$ cat src/rtl/uart_mmio_pkg.sv
// Shared definitions for the UART MMIO channel: TX sequencer states and register map.
package uart_mmio_pkg;

  typedef enum logic [1:0] {
    StIdle,
    StLaunch,
    StWaitBusy,
    StWaitDone
  } tx_state_e;

  localparam logic [31:0] UART_DATA_ADDR = 32'h1000_0000;
  localparam logic [31:0] UART_STAT_ADDR = 32'h1000_0004;
  localparam int unsigned UART_BYTE_W    = 8;

endpackage

$ cat src/rtl/byte_fifo.sv
// First-word-fall-through FIFO with wrap-bit pointers; head reads 0 when empty.
module byte_fifo
  import uart_mmio_pkg::*;
#(
  parameter int unsigned DEPTH     = 16,
  parameter int unsigned WIDTH     = UART_BYTE_W,
  // When set, a push into a full FIFO succeeds if a pop happens in the same cycle.
  parameter bit          FULL_PASS = 1'b0
) (
  input  logic             clk,
  input  logic             rst,
  input  logic             push_i,
  input  logic [WIDTH-1:0] wdata_i,
  input  logic             pop_i,
  output logic             full_o,
  output logic             empty_o,
  output logic [WIDTH-1:0] head_o
);

  localparam int unsigned AW = $clog2(DEPTH);

  logic [AW:0]      wptr_q, wptr_d;
  logic [AW:0]      rptr_q, rptr_d;
  logic [WIDTH-1:0] mem_q [DEPTH];
  logic             do_push;
  logic             do_pop;

  always_comb begin
    empty_o = (wptr_q == rptr_q);
    full_o  = (wptr_q[AW] != rptr_q[AW]) && (wptr_q[AW-1:0] == rptr_q[AW-1:0]);
    do_pop  = pop_i && !empty_o;
    do_push = push_i && (!full_o || (FULL_PASS && do_pop));
    wptr_d  = do_push ? wptr_q + 1'b1 : wptr_q;
    rptr_d  = do_pop ? rptr_q + 1'b1 : rptr_q;
    head_o  = empty_o ? '0 : mem_q[rptr_q[AW-1:0]];
  end

  always_ff @(posedge clk or posedge rst) begin
    if (rst) begin
      wptr_q <= '0;
      rptr_q <= '0;
    end else begin
      wptr_q <= wptr_d;
      rptr_q <= rptr_d;
    end
  end

  // Storage needs no reset: the pointers alone define validity.
  always_ff @(posedge clk) begin
    if (do_push) begin
      mem_q[wptr_q[AW-1:0]] <= wdata_i;
    end
  end

endmodule

$ cat src/rtl/uart_mmio_ctrl.sv
// UART MMIO channel: TX FIFO drained to the PHY by a launch/wait sequencer, RX FIFO
// filled from the PHY and popped by CPU loads, with a sticky RX overrun flag.
module uart_mmio_ctrl
  import uart_mmio_pkg::*;
#(
  parameter int unsigned TX_DEPTH = 16,
  parameter int unsigned RX_DEPTH = 16
) (
  input  logic       clk,
  input  logic       rst,
  input  logic       tx_we_i,
  input  logic [7:0] tx_data_i,
  input  logic       rx_re_i,
  output logic [7:0] rx_data_o,
  output logic       rx_valid_o,
  output logic       tx_busy_o,
  output logic       rx_overrun_o,
  input  logic       overrun_clr_i,
  output logic       phy_tx_start_o,
  output logic [7:0] phy_tx_byte_o,
  input  logic       phy_tx_busy_i,
  input  logic       phy_rx_done_i,
  input  logic [7:0] phy_rx_byte_i
);

  tx_state_e  tx_state_q, tx_state_d;
  logic [7:0] tx_byte_q, tx_byte_d;
  logic       overrun_q, overrun_d;

  logic       tx_full, tx_empty, tx_pop, tx_load;
  logic [7:0] tx_head;
  logic       rx_full, rx_empty;
  logic [7:0] rx_head;

  byte_fifo #(
    .DEPTH     (TX_DEPTH),
    .WIDTH     (8),
    .FULL_PASS (1'b0)
  ) u_tx_fifo (
    .clk     (clk),
    .rst     (rst),
    .push_i  (tx_we_i),
    .wdata_i (tx_data_i),
    .pop_i   (tx_pop),
    .full_o  (tx_full),
    .empty_o (tx_empty),
    .head_o  (tx_head)
  );

  byte_fifo #(
    .DEPTH     (RX_DEPTH),
    .WIDTH     (8),
    .FULL_PASS (1'b1)
  ) u_rx_fifo (
    .clk     (clk),
    .rst     (rst),
    .push_i  (phy_rx_done_i),
    .wdata_i (phy_rx_byte_i),
    .pop_i   (rx_re_i),
    .full_o  (rx_full),
    .empty_o (rx_empty),
    .head_o  (rx_head)
  );

  always_ff @(posedge clk or posedge rst) begin
    if (rst) begin
      tx_state_q <= StIdle;
      tx_byte_q  <= '0;
      overrun_q  <= 1'b0;
    end else begin
      tx_state_q <= tx_state_d;
      tx_byte_q  <= tx_byte_d;
      overrun_q  <= overrun_d;
    end
  end

  always_comb begin
    tx_state_d = tx_state_q;
    unique case (tx_state_q)
      StIdle:     if (!tx_empty && !phy_tx_busy_i) tx_state_d = StLaunch;
      StLaunch:   tx_state_d = StWaitBusy;
      StWaitBusy: if (phy_tx_busy_i) tx_state_d = StWaitDone;
      StWaitDone: if (!phy_tx_busy_i) tx_state_d = StIdle;
      default:    tx_state_d = StIdle;
    endcase
  end

  // The byte is captured on entry to launch so it is already valid during the start strobe.
  always_comb begin
    tx_load        = (tx_state_q == StIdle) && !tx_empty && !phy_tx_busy_i;
    tx_pop         = (tx_state_q == StLaunch);
    phy_tx_start_o = (tx_state_q == StLaunch);
    tx_byte_d      = tx_load ? tx_head : tx_byte_q;
  end

  // Overrun set wins over a clear in the same cycle.
  always_comb begin
    overrun_d = overrun_q;
    if (phy_rx_done_i && rx_full && !rx_re_i) begin
      overrun_d = 1'b1;
    end else if (overrun_clr_i) begin
      overrun_d = 1'b0;
    end
  end

  assign phy_tx_byte_o = tx_byte_q;
  assign rx_data_o     = rx_head;
  assign rx_valid_o    = !rx_empty;
  assign tx_busy_o     = tx_full;
  assign rx_overrun_o  = overrun_q;

endmodule
$ cat config.mk
export PLATFORM = sky130hd
export DESIGN_NAME = uart_mmio_ctrl
export DESIGN_NICKNAME = d
export VERILOG_FILES = /design/src/rtl/uart_mmio_pkg.sv /design/src/rtl/byte_fifo.sv /design/src/rtl/uart_mmio_ctrl.sv
export SDC_FILE = /design/constraint.sdc
export NUM_CORES = 1
export LEC_CHECK = 0
export ABC_AREA = 0
export ABC_CLOCK_PERIOD_IN_PS = 6700
export BUFFER_PORTS_ARGS = -buffer_cell sky130_fd_sc_hd__buf_4
export CAP_MARGIN = 5
export CORE_UTILIZATION = 60
export CTS_BUF_LIST = sky130_fd_sc_hd__clkbuf_4
export DETAILED_ROUTE_END_ITERATION = 10
export GPL_ROUTABILITY_DRIVEN = 0
export GPL_TIMING_DRIVEN = 0
export HOLD_SLACK_MARGIN = 0.03
export MAX_ROUTING_LAYER = met4
export PLACE_DENSITY = 0.74
export SLEW_MARGIN = 20
export SYNTH_ARGS = -nofsm -noshare
export SYNTH_HDL_FRONTEND = slang
export SYNTH_SLANG_ARGS = --single-unit
$ cat constraint.sdc
create_clock -name clk -period 6.7 [get_ports clk]
set_clock_uncertainty 0.15 [all_clocks]
set_input_delay 1.34 -clock clk [delete_from_list [all_inputs] [get_ports clk]]
set_output_delay 1.34 -clock clk [all_outputs]
set_load 0.02 [all_outputs]
* Word level (Yosys, flattened, before mapping)
Memory sizes are Yosys's and may differ from the RTL's. A register that Yosys moved wholly into a read port is not among the register bits. Cells that the tools add are included.
Word-level totals: flip-flop bits (word level) 23, bits in latches 0, bits in writable memories 256, memory bits (read-only) 0, input bits 23, output and inout port bits 20, logic and storage cells 56, memories 2
Memories:
- u_rx_fifo.mem_q | depth 16, bits a word 8, read ports 1, clocked after Yosys merged registers in 0, wr ports 1, line byte_fifo.sv:24 | logic [WIDTH-1:0] mem_q [DEPTH];
- u_tx_fifo.mem_q | depth 16, bits a word 8, read ports 1, clocked after Yosys merged registers in 1, wr ports 1, line byte_fifo.sv:24
Cells by class: add/subtract/negate cells 4, multipliers 0, divide/modulo/power cells 0, $lt $le $gt $ge 0, equality and inequality tests 12, shifts and indexed selects 0, muxes and demuxes 11, bitwise operators 0, reduce and logical (&&, ||, !) cells 21
Operators by type and width (count):
- adder 5 x 1 -> 5 bit (second input constant) | 4
- logical AND 1 bit | 11
- equality test 5 bit | 2
- equality test 4 bit | 2
- 2-to-1 mux 8 bit | 1
- case mux 2 bit (4 select lines) | 1
- zero test 1 bit | 6
- 2-to-1 mux 1 bit | 6
- 2-to-1 mux 2 bit | 3
- inequality test 2 bit (second input constant) | 3
- equality test 2 bit (second input constant) | 2
- AND reduction 3 bit | 1
- equality test 2 x 1 -> 1 bit (second input constant) | 1
- zero test 2 bit | 1
- inequality test 1 bit | 2
- nonzero test 2 bit | 1
- logical OR 1 bit | 1

* Longest topological paths before layout
depth in word-level cells 7, depth in mapped cells 6

* Modules after synthesis
From an unflattened synthesis, not the netlist that was laid out.
Second synthesis, totals: cells, all modules 577, area total of the unflattened synthesis 11726.2 um^2
Modules (own cells, without submodules):
- byte_fifo at u_tx_fifo | times used 1, cells an instance 269, area each 5646.7 um^2
- byte_fifo at u_rx_fifo | times used 1, cells an instance 270, area each 5562.8 um^2
- uart_mmio_ctrl | times used 1, cells an instance 38, area each 516.7 um^2

* Least setup slack after synthesis
No wires, ideal clock.
path kind register -> output, start reg u_rx_fifo.rptr_q[0], end out rx_data_o[0], data arrival time 1803 ps, data required time 5210 ps, slack 3407 ps, cell stages (with the launch flop) 7, path buffers 3, cells stage by stage dfrtp_1 buf_4 buf_6 buf_6 mux4_2 mux2i_1 a211oi_1
Between the ends: cells in the longest elaborated chain, start to end 2
Ends and longest elaborated chain:
- start, declared | line byte_fifo.sv:23 | logic [AW:0] rptr_q, rptr_d;
- start signal, assigned | line byte_fifo.sv:44 | rptr_q <= rptr_d;
- memory (16 x 8 bit) / equality test 5 bit (equally long branches)
- 2-to-1 mux 8 bit * | line byte_fifo.sv:35 | head_o = empty_o ? '0 : mem_q[rptr_q[AW-1:0]];
- end, declared | line uart_mmio_ctrl.sv:14 | output logic [7:0] rx_data_o,
Mark *: on every way between the ends. The rest lies on a longest branch, timed or not.

* Final worst setup path
start reg u_rx_fifo.rptr_q[1], end out rx_data_o[3]
The elaborated chain is that of the path after synthesis.

==> results_dict.tcl <==
set metrics [dict create \
    cp.arrival_ns 2.92 \
    antenna_left 0 \
    numClockSinks 287 \
    die_height_um 142 \
    postCtsResizedCells 0 \
    grt_pass1_vias 6391 \
    tritoncts "done" \
    first_pass_iters 5 \
    leakage_nw 4.81 \
    tightest_slew_ns 0.972 \
    powerDensity_nw_per_um2 442 \
    ir_drop_mv 0.214 \
    nNetsFinal 754 \
    fin_cells 1030 \
    hold_path.class "reg -> reg" \
    dp_hpwl_um 15200 \
    setup_ws_ns 2.29 \
    overflow 0 \
    wl_per_cell_um 22.6 \
    grt.total_usage 0.257 \
    rsz0062_at_grt "false" \
    worstSetupStartpointType "register" \
    pre_cts_slack_ns 2.98 \
    intPower_mw 3.98 \
    pwr-share-seq 0.390 \
    dp.cells 902 \
    grt_max_degree 32 \
    sw_frac_of_total 0.327 \
    drive_above_1_share 0.325 \
    multi_input_area_um2 3020 \
    yosysSeqAreaShare 0.721 \
    antenna_found_initial 0 \
    setup_viol 0 \
    synth_async_sr_flop_share 0.108 \
    crit_required_ns 5.21 \
    slew_headroom 0.350 \
    first_iter_violations 507 \
    clk_pin_slew_worst_paths_ns 0.07 \
    ios 43 \
    period_minus_slack_ns 4.41 \
    maxSlewViolCount 0 \
    cp_max_fo 10 \
    r2r_end "u_tx_fifo.mem_q[11][2]$_DFFE_PP_" \
    crit_end "rx_data_o[3]" \
    rr_worst_depth 6 \
    rrSetupSlack_ns 3.96 \
    area_growth_pct 13.8 \
    regArea_um2 8460 \
    htreeDepth 3 \
    r2r-start "u_tx_fifo.rptr_q[0]$_DFFE_PP0P_" \
    root_buffer "clkbuf_4" \
    vias 6133 \
    final-hold-violation-count 0 \
    num_rows 50 \
    drt-vias-per-instance 5.95 \
    outcome "complete, no violations" \
    ys_ff_latch 287 \
    synth-edff-count 256 \
    synth.avg_cell_area_um2 19.6 \
    clk_path_buf_depth 3 \
    layout_commonest_cell "edfxtp_1" \
    final_cell_mix "256 x edfxtp_1, 115 x clkbuf_4, 47 x mux4_2" \
    insertion_delay_ns 0.64 \
    ys.flop_type "edfxtp_1" \
    yosysWarningCount 0 \
    syn_inst 600 \
    startpoint "u_rx_fifo.rptr_q[1]$_DFFE_PP0P_" \
    crit_path_end_kind "output pin" \
    drc 0 \
    ys_types 41 \
    p_comb_frac 0.354 \
    antenna_cells 0 \
    syn_nets 638 \
    worstSetupPathType "reg -> out" \
    clkPwrFrac 0.256 \
    place.port_buffers 42 \
    cts_made_buffers 72 \
    fmax_ghz 0.227 \
    initial_core_util 0.619 \
    cap_violations 0 \
    die_w_um 142 \
    cts_setup_buffers 0 \
    final_core_util 0.705 \
    period_share 0.658 \
    wirelength_um 23200 \
    fillers 1215 \
    coreArea_um2 19000 \
    p_switching_mw 1.93 \
    grt_pass1_wl_um 35700 \
    die_area_um2 20100 \
    ctsHoldBuffers 0 \
    setup_tns_ns 0 \
    synthesis.area_um2 11700 \
]
==> routing by layer <==
metal / global-route usage / share of wire
met5: - / 0
met1: 0.358 / 0.43
met4: 0.0849 / 0.017
met2: 0.382 / 0.47
met3: 0.0574 / 0.079
==> sequential cells by signal (all words and copies together), names as in the netlist <==
name and cells:
u_rx_fifo.mem_q 128, u_tx_fifo.mem_q 128, phy_tx_byte_o 8, u_rx_fifo.rptr_q 5, u_rx_fifo.wptr_q 5, u_tx_fifo.rptr_q 5, u_tx_fifo.wptr_q 5, tx_state_q 2
rx_overrun_o 1
==> worst max-delay path, stage by stage, from the launching register on <==
cell	delay, ns
dfrtp_1	0.35
buf_2	0.24
clkbuf_1	0.53
mux4_2	0.42
mux2i_1	0.36
a211oi_1	0.17
buf_4	0.20
==> cell families (layout without fill, tap and decap cells) <==
logic type	after synthesis	in the layout	share of synthesized area
flip-flops	287	287	0.721
multiplexers	101	101	0.150
AND/OR/NAND/NOR	69	69	0.0341
AO/OA/AOI/OAI	54	54	0.0363
buffers and inverters	47	217	0.0224
XOR/XNOR	27	27	0.0201
adder cells (fa/ha/maj)	15	15	0.0160
==> synthesized netlist by cell type (2+ instances only) <==
library cell / number / area share
o211ai_2: 2 / 0.0021
o21ai_1: 2 / 0.00085
inv_1: 14 / 0.0045
nor3_1: 2 / 0.00085
edfxtp_1: 256 / 0.65
buf_1: 3 / 0.00096
mux4_1: 9 / 0.020
buf_4: 4 / 0.0026
nor2_1: 13 / 0.0042
xor2_1: 2 / 0.0015
clkbuf_1: 8 / 0.0026
o211ai_1: 6 / 0.0038
o22ai_1: 8 / 0.0043
a211oi_1: 16 / 0.010
and3_1: 28 / 0.015
dfrtp_1: 31 / 0.066
buf_12: 2 / 0.0034
ha_1: 15 / 0.016
mux4_2: 47 / 0.090
mux2_2: 8 / 0.0077
nor2b_1: 18 / 0.0096
and2_1: 4 / 0.0021
xnor2_1: 25 / 0.019
buf_2: 12 / 0.0051
o2111ai_1: 4 / 0.0030
mux2i_1: 32 / 0.027
o21a_1: 2 / 0.0013
buf_6: 3 / 0.0029
mux2_1: 5 / 0.0048
a221o_1: 8 / 0.0068
==> how the worst min path moves through the flow <==
stage	from	end	slack [ns]	cells past startpoint
5_1_grt	u_rx_fifo.wptr_q[4]$_DFFE_PP0P_	u_rx_fifo.wptr_q[4]$_DFFE_PP0P_	0.37	1
2_1_floorplan	u_rx_fifo.wptr_q[4]$_DFFE_PP0P_	u_rx_fifo.wptr_q[4]$_DFFE_PP0P_	0.32	1
3_3_place_gp	u_rx_fifo.rptr_q[4]$_DFFE_PP0P_	u_rx_fifo.rptr_q[4]$_DFFE_PP0P_	0.33	1
4_1_cts	u_rx_fifo.wptr_q[4]$_DFFE_PP0P_	u_rx_fifo.wptr_q[4]$_DFFE_PP0P_	0.35	1
6_report	u_rx_fifo.rptr_q[4]$_DFFE_PP0P_	u_rx_fifo.rptr_q[4]$_DFFE_PP0P_	0.35	1
3_5_place_dp	u_rx_fifo.wptr_q[4]$_DFFE_PP0P_	u_rx_fifo.wptr_q[4]$_DFFE_PP0P_	0.34	1
==> area by class of cell <==
class / instances / area share
timing repair buffer: 42 / 0.0236
sequential: 287 / 0.633
tap: 260 / 0.0243
inverter: 14 / 0.00393
buffer: 33 / 0.0157
multi-input combinational: 266 / 0.226
clock inverter: 13 / 0.00815
clock buffer: 115 / 0.0646
==> power groups by stage <==
stage	combinational, mW	clock (mW)	sequential [mW]
detailed placement	2.09	0	2.34
CTS	2.10	1.54	2.31
floorplan	1.43	0	2.34
finish	2.09	1.51	2.31
global placement	2.03	0	2.33
global route	2.24	1.64	2.33
==> per-stage QoR <==
stage,power (mW),hold WS [ns],instance area [um2]
3_3_place_gp,4.35,0.330,12400
4_1_cts,5.95,0.352,13400
2_1_floorplan,3.78,0.315,11700
3_5_place_dp,4.43,0.341,12400
5_1_grt,6.20,0.366,13400
6_report,5.91,0.354,13400
Note: power is estimated with default switching activity, not from simulation.
